<file path="config.mk">
export PLATFORM = sky130hd
export DESIGN_NAME = fir_adder_tree
export DESIGN_NICKNAME = d
export VERILOG_FILES = /design/src/rtl/fir_adder_tree.sv
export SDC_FILE = /design/constraint.sdc
export NUM_CORES = 1
export LEC_CHECK = 0
export CORE_ASPECT_RATIO = 0.6
export CORE_UTILIZATION = 40
export CTS_BUF_LIST = sky130_fd_sc_hd__clkbuf_16
export DETAILED_ROUTE_END_ITERATION = 16
export HOLD_SLACK_MARGIN = 0.12
export PLACE_DENSITY_LB_ADDON = 0.2
export SETUP_SLACK_MARGIN = 0.5
export SYNTH_ARGS = -nofsm -noshare
export SYNTH_HDL_FRONTEND = slang
export SYNTH_SLANG_ARGS = --single-unit
</file>
<file path="constraint.sdc">
create_clock -name clk -period 6.3 [get_ports clk]
set_clock_uncertainty 0.2 [all_clocks]
set_input_delay 1.26 -clock clk [delete_from_list [all_inputs] [get_ports clk]]
set_output_delay 1.26 -clock clk [all_outputs]
set_load 0.02 [all_outputs]
</file>
<file path="src/rtl/fir_adder_tree.sv">
// fir_adder_tree
// Pipelined signed reduction of TAPS products into one filter sample.
// A binary tree of registered pairwise adds (odd leftovers pass through),
// followed by a registered round-half-up / arithmetic shift / saturate stage.
// The whole pipeline advances on one global enable so back-pressure from the
// sink freezes every stage at once and in_ready never depends on in_valid.
module fir_adder_tree #(
   parameter int WIDTH     = 16,
   parameter int TAPS      = 8,
   parameter int OUT_WIDTH = 16,
   parameter int SHIFT     = 15
) (
   input  logic                        clk,
   input  logic                        rst_n,
   input  logic                        in_valid,
   output logic                        in_ready,
   input  logic [TAPS*2*WIDTH-1:0]     products_flat,
   output logic                        out_valid,
   input  logic                        out_ready,
   output logic signed [OUT_WIDTH-1:0] out_sample,
   output logic                        out_sat
);

   localparam int PW     = 2 * WIDTH;
   localparam int LEVELS = $clog2(TAPS);
   localparam int ACC_W  = PW + LEVELS;
   // One spare bit so adding the rounding constant can never wrap.
   localparam int RW     = ACC_W + 1;

   localparam logic signed [RW-1:0] C_HALF = RW'(64'sd1 <<< (SHIFT - 1));
   localparam logic signed [RW-1:0] C_MAX  = RW'((64'sd1 <<< (OUT_WIDTH - 1)) - 64'sd1);
   localparam logic signed [RW-1:0] C_MIN  = RW'(-(64'sd1 <<< (OUT_WIDTH - 1)));
   localparam logic signed [OUT_WIDTH-1:0] O_MAX = {1'b0, {(OUT_WIDTH-1){1'b1}}};
   localparam logic signed [OUT_WIDTH-1:0] O_MIN = {1'b1, {(OUT_WIDTH-1){1'b0}}};

   // Number of live elements entering tree level lvl (level 0 = raw products).
   function automatic int lvl_cnt(input int lvl);
      return (TAPS + (1 << lvl) - 1) >> lvl;
   endfunction

   logic signed [ACC_W-1:0]     w_in  [TAPS];
   logic signed [ACC_W-1:0]     w_nxt [LEVELS][TAPS];
   logic signed [ACC_W-1:0]     r_tree[LEVELS][TAPS];
   logic [LEVELS-1:0]           r_vld;
   logic                        w_adv;
   logic signed [RW-1:0]        w_rnd;
   logic signed [RW-1:0]        w_shf;
   logic signed [OUT_WIDTH-1:0] w_sample;
   logic                        w_sat;
   logic                        r_out_valid;
   logic signed [OUT_WIDTH-1:0] r_out_sample;
   logic                        r_out_sat;

   // Global advance: move whenever the output slot is empty or being drained.
   assign w_adv     = ~r_out_valid | out_ready;
   assign in_ready  = w_adv;
   assign out_valid = r_out_valid;
   assign out_sample = r_out_sample;
   assign out_sat   = r_out_sat;

   // Unpack and sign-extend every product to the accumulator width.
   always_comb begin
      for (int i = 0; i < TAPS; i++) begin
         w_in[i] = ACC_W'($signed(products_flat[PW*i +: PW]));
      end
   end

   // Next value of every tree register: pairwise sums, odd element forwarded.
   always_comb begin
      for (int l = 0; l < LEVELS; l++) begin
         for (int j = 0; j < TAPS; j++) begin
            w_nxt[l][j] = '0;
            if (l == 0) begin
               if (2 * j + 1 < TAPS) begin
                  w_nxt[l][j] = w_in[2*j] + w_in[2*j+1];
               end else if (2 * j < TAPS) begin
                  w_nxt[l][j] = w_in[2*j];
               end else begin
                  w_nxt[l][j] = '0;
               end
            end else begin
               if (2 * j + 1 < lvl_cnt(l)) begin
                  w_nxt[l][j] = r_tree[l-1][2*j] + r_tree[l-1][2*j+1];
               end else if (2 * j < lvl_cnt(l)) begin
                  w_nxt[l][j] = r_tree[l-1][2*j];
               end else begin
                  w_nxt[l][j] = '0;
               end
            end
         end
      end
   end

   // Round half up, shift back to sample scale, clip to the output range.
   always_comb begin
      w_rnd    = RW'(r_tree[LEVELS-1][0]) + C_HALF;
      w_shf    = w_rnd >>> SHIFT;
      w_sample = w_shf[OUT_WIDTH-1:0];
      w_sat    = 1'b0;
      if (w_shf > C_MAX) begin
         w_sample = O_MAX;
         w_sat    = 1'b1;
      end else if (w_shf < C_MIN) begin
         w_sample = O_MIN;
         w_sat    = 1'b1;
      end else begin
         w_sat    = 1'b0;
      end
   end

   // Tree data and valid bits: all stages shift together on advance, else hold.
   always_ff @(posedge clk or negedge rst_n) begin
      if (!rst_n) begin
         r_vld <= '0;
         for (int l = 0; l < LEVELS; l++) begin
            for (int j = 0; j < TAPS; j++) begin
               r_tree[l][j] <= '0;
            end
         end
      end else if (w_adv) begin
         r_vld[0] <= in_valid;
         for (int l = 1; l < LEVELS; l++) begin
            r_vld[l] <= r_vld[l-1];
         end
         for (int l = 0; l < LEVELS; l++) begin
            for (int j = 0; j < TAPS; j++) begin
               r_tree[l][j] <= w_nxt[l][j];
            end
         end
      end
   end

   // Output register: loads the rounded sample on advance, frozen while stalled.
   always_ff @(posedge clk or negedge rst_n) begin
      if (!rst_n) begin
         r_out_valid  <= 1'b0;
         r_out_sample <= '0;
         r_out_sat    <= 1'b0;
      end else if (w_adv) begin
         r_out_valid  <= r_vld[LEVELS-1];
         r_out_sample <= w_sample;
         r_out_sat    <= w_sat;
      end
   end

endmodule
</file>
==> reports/qor.yml <==
outcome: "finished, final reports clean"
p_seq_frac: 0.270
r2r_start: "r_tree[805]"
first_pass_iters: 5
min_period_ns: 5.16
worst_pin_slew_ns: 1.00
grt_pass1_wl_um: 88600
async_flop_share: 1.00
setup_viol: 0
synth_area_um2: 19800
wl_um: 55500
post_cts_buffers: 0
die_area_um2: 50400
avgRoutedWirePerCell_um: 17.2
grt_usage: 0.217
grt_max_degree: 161
ctsResizeCount: 0
startpoint_type: "input pin"
ys_warn_count: 0
num-nets-final: 3059
p_int_w: 0.00600
fmax_mhz: 194
grt_overflow: 0
power_density_nw_per_um2: 464
clkPwrFrac: 0.133
fin_tns_setup_ns: 0
clock_sinks: 244
end_kind: "flip-flop"
maxCapViolations: 0
via_count: 17900
worstHoldStart: "r_vld[2]"
routabilityCongestion: 0.916
clock_latency_ns: 0.55
synth_seq_area_share: 0.308
via_per_inst: 5.55
slew_headroom: 0.326
final_common_cell: "clkdlybuf4s50_1"
drt_iter0_drc: 1232
comb_power_share: 0.597
rows: 62
grt_pass1_vias: 16900
fillers: 4693
r2r_slack_ns: 2.43
holdPathStages: 2
cts_root_buf: "clkbuf_16"
cts.path.max_buffers: 3
sw_frac_of_total: 0.460
min_path_type: "reg -> reg"
min_delay_worst_endpoint: "r_vld[2]"
antenna_found_initial: 1
post-route-drc-count: 0
critPathKind: "in -> reg"
synth-main-ff-cell: "dfrtp_1"
antenna_cells: 0
cts_hold_buf: 0
leakagePower_nw: 10.6
cp_data_arrival_time_ns: 5.35
core_um2: 48300
worstRegToRegCells: 12
cts_inserted_buffers: 26
power_w: 0.0111
area_growth_pct: 20.9
cts.reportedPaths.clkPinSlew_ns: 0.06
pin_count: 279
min_period_over_period: 0.819
rsz0062_at_grt: "false"
layout_common_cells: "clkdlybuf4s50_1, nand2_1, a21oi_1, dfrtp_1, ha_1"
ys_ff_latch: 244
hold_viol: 0
dp_hpwl_um: 43500
drive_gt1_frac: 0.0364
chipWidth_um: 289
layout_setup_ws_ns: 1.14
synth.distinct_cells: 87
synth_edf_count: 0
port_buffers: 278
critical_path_required_ns: 6.49
ir_drop_v: 0.000192
avgSynthCellArea_um2: 8.46
rr_endpoint: "r_tree[555]"
crit_fanout: 3
synth.net_count: 2836
dpl_worst_slack_ns: 0.751
cts_tree: "done"
die_h_um: 174
synthCells: 2342
switchingPower_w: 0.00512
start_util: 0.410
h-tree-depth: 1
slew_violations: 0
ant_nets: 0
holdWs_ns: 0.263
-- kinds of logic after synthesis --
kind of cell | after synthesis | share of synthesized area
compound gates | 818 | 0.262
xor+xnor | 181 | 0.0800
fa+ha+maj | 234 | 0.150
buf+inv | 135 | 0.0267
flops | 244 | 0.308
mux | 9 | 0.00486
simple gates | 721 | 0.168
-- worst max-delay path by stage --
stage,start,to,slack [ns],cells past startpoint
2_1_floorplan,products_flat[64],r_tree[796],2.23,12
3_3_place_gp,products_flat[0],r_tree[835],0.82,13
3_5_place_dp,products_flat[0],r_tree[835],0.75,13
4_1_cts,products_flat[0],r_tree[835],1.30,13
5_1_grt,products_flat[32],r_tree[835],1.07,13
6_report,products_flat[0],r_tree[835],1.14,13
-- Yosys cell counts (all sizes together), types with 23 or more instances --
cell / count / share of area
nand2: 278 / 0.053
a21oi: 265 / 0.068
dfrtp: 244 / 0.31
ha: 228 / 0.14
o21ai: 196 / 0.050
nor2: 185 / 0.035
a21o: 110 / 0.042
xnor2: 98 / 0.043
xor2: 83 / 0.037
clkbuf: 80 / 0.016
nand3: 61 / 0.015
inv: 43 / 0.0081
a211oi: 33 / 0.014
nand4: 32 / 0.010
and3: 28 / 0.0092
nand2b: 28 / 0.0088
o21a: 26 / 0.0099
nor3: 24 / 0.0061
nor2b: 23 / 0.0073
-- critical path, cell delays in order --
cell	delay (ns)
clkdlybuf4s50_1	0.41
ha_1	0.30
fa_1	0.46
a211oi_1	0.37
o21ai_0	0.23
a211oi_1	0.50
o21ai_1	0.24
a21boi_0	0.65
o21bai_1	0.17
a21o_1	0.23
a211oi_2	0.23
xor2_1	0.19
o21ai_0	0.10
-- power by group through the flow --
stage | Combinational [W] | Clock (W) | Sequential, W
global placement | 0.00645 | 0 | 0.00301
finish | 0.00663 | 0.00148 | 0.00301
detailed placement | 0.00654 | 0 | 0.00303
CTS | 0.00660 | 0.00152 | 0.00300
floorplan | 0.00491 | 0 | 0.00276
global route | 0.00743 | 0.00158 | 0.00309
-- sequential cells by signal (all words and copies together) (netlist names) --
| name | flops |
|---|---|
| r_vld | 3 |
| r_tree | 223 |
| out_sat | 1 |
| out_sample | 16 |
| out_valid | 1 |
-- metrics by stage --
step	instances	cell area (um2)	util
final	3225	23900	0.495
after global routing	3225	23900	0.495
after CTS	3225	23900	0.495
after detailed placement	3177	23100	0.479
after global placement	3177	23100	0.479
after floorplan	2342	19800	-
-- cell type report --
| type | instances | area [um2] | share of cell area |
|---|---|---|---|
| Clock buffer | 27 | 676 | 0.0282 |
| Clock inverter | 21 | 135 | 0.00564 |
| Inverter | 43 | 166 | 0.00695 |
| Multi-Input combinational cell | 1963 | 13200 | 0.550 |
| Sequential cell | 244 | 6110 | 0.255 |
| Tap cell | 640 | 801 | 0.0334 |
| Timing Repair Buffer | 287 | 2880 | 0.120 |
-- per-layer routing --
layer / GRT usage / wire length [um] / up-vias
met3: 0.0442 / 3430 / 49
met5: 0 / 0 / -
li1: - / - / 9003
met1: 0.352 / 30400 / 8407
met4: 0.0243 / 514 / 0
met2: 0.294 / 21200 / 427
No activity file was read; power rests on OpenSTA's default activity.
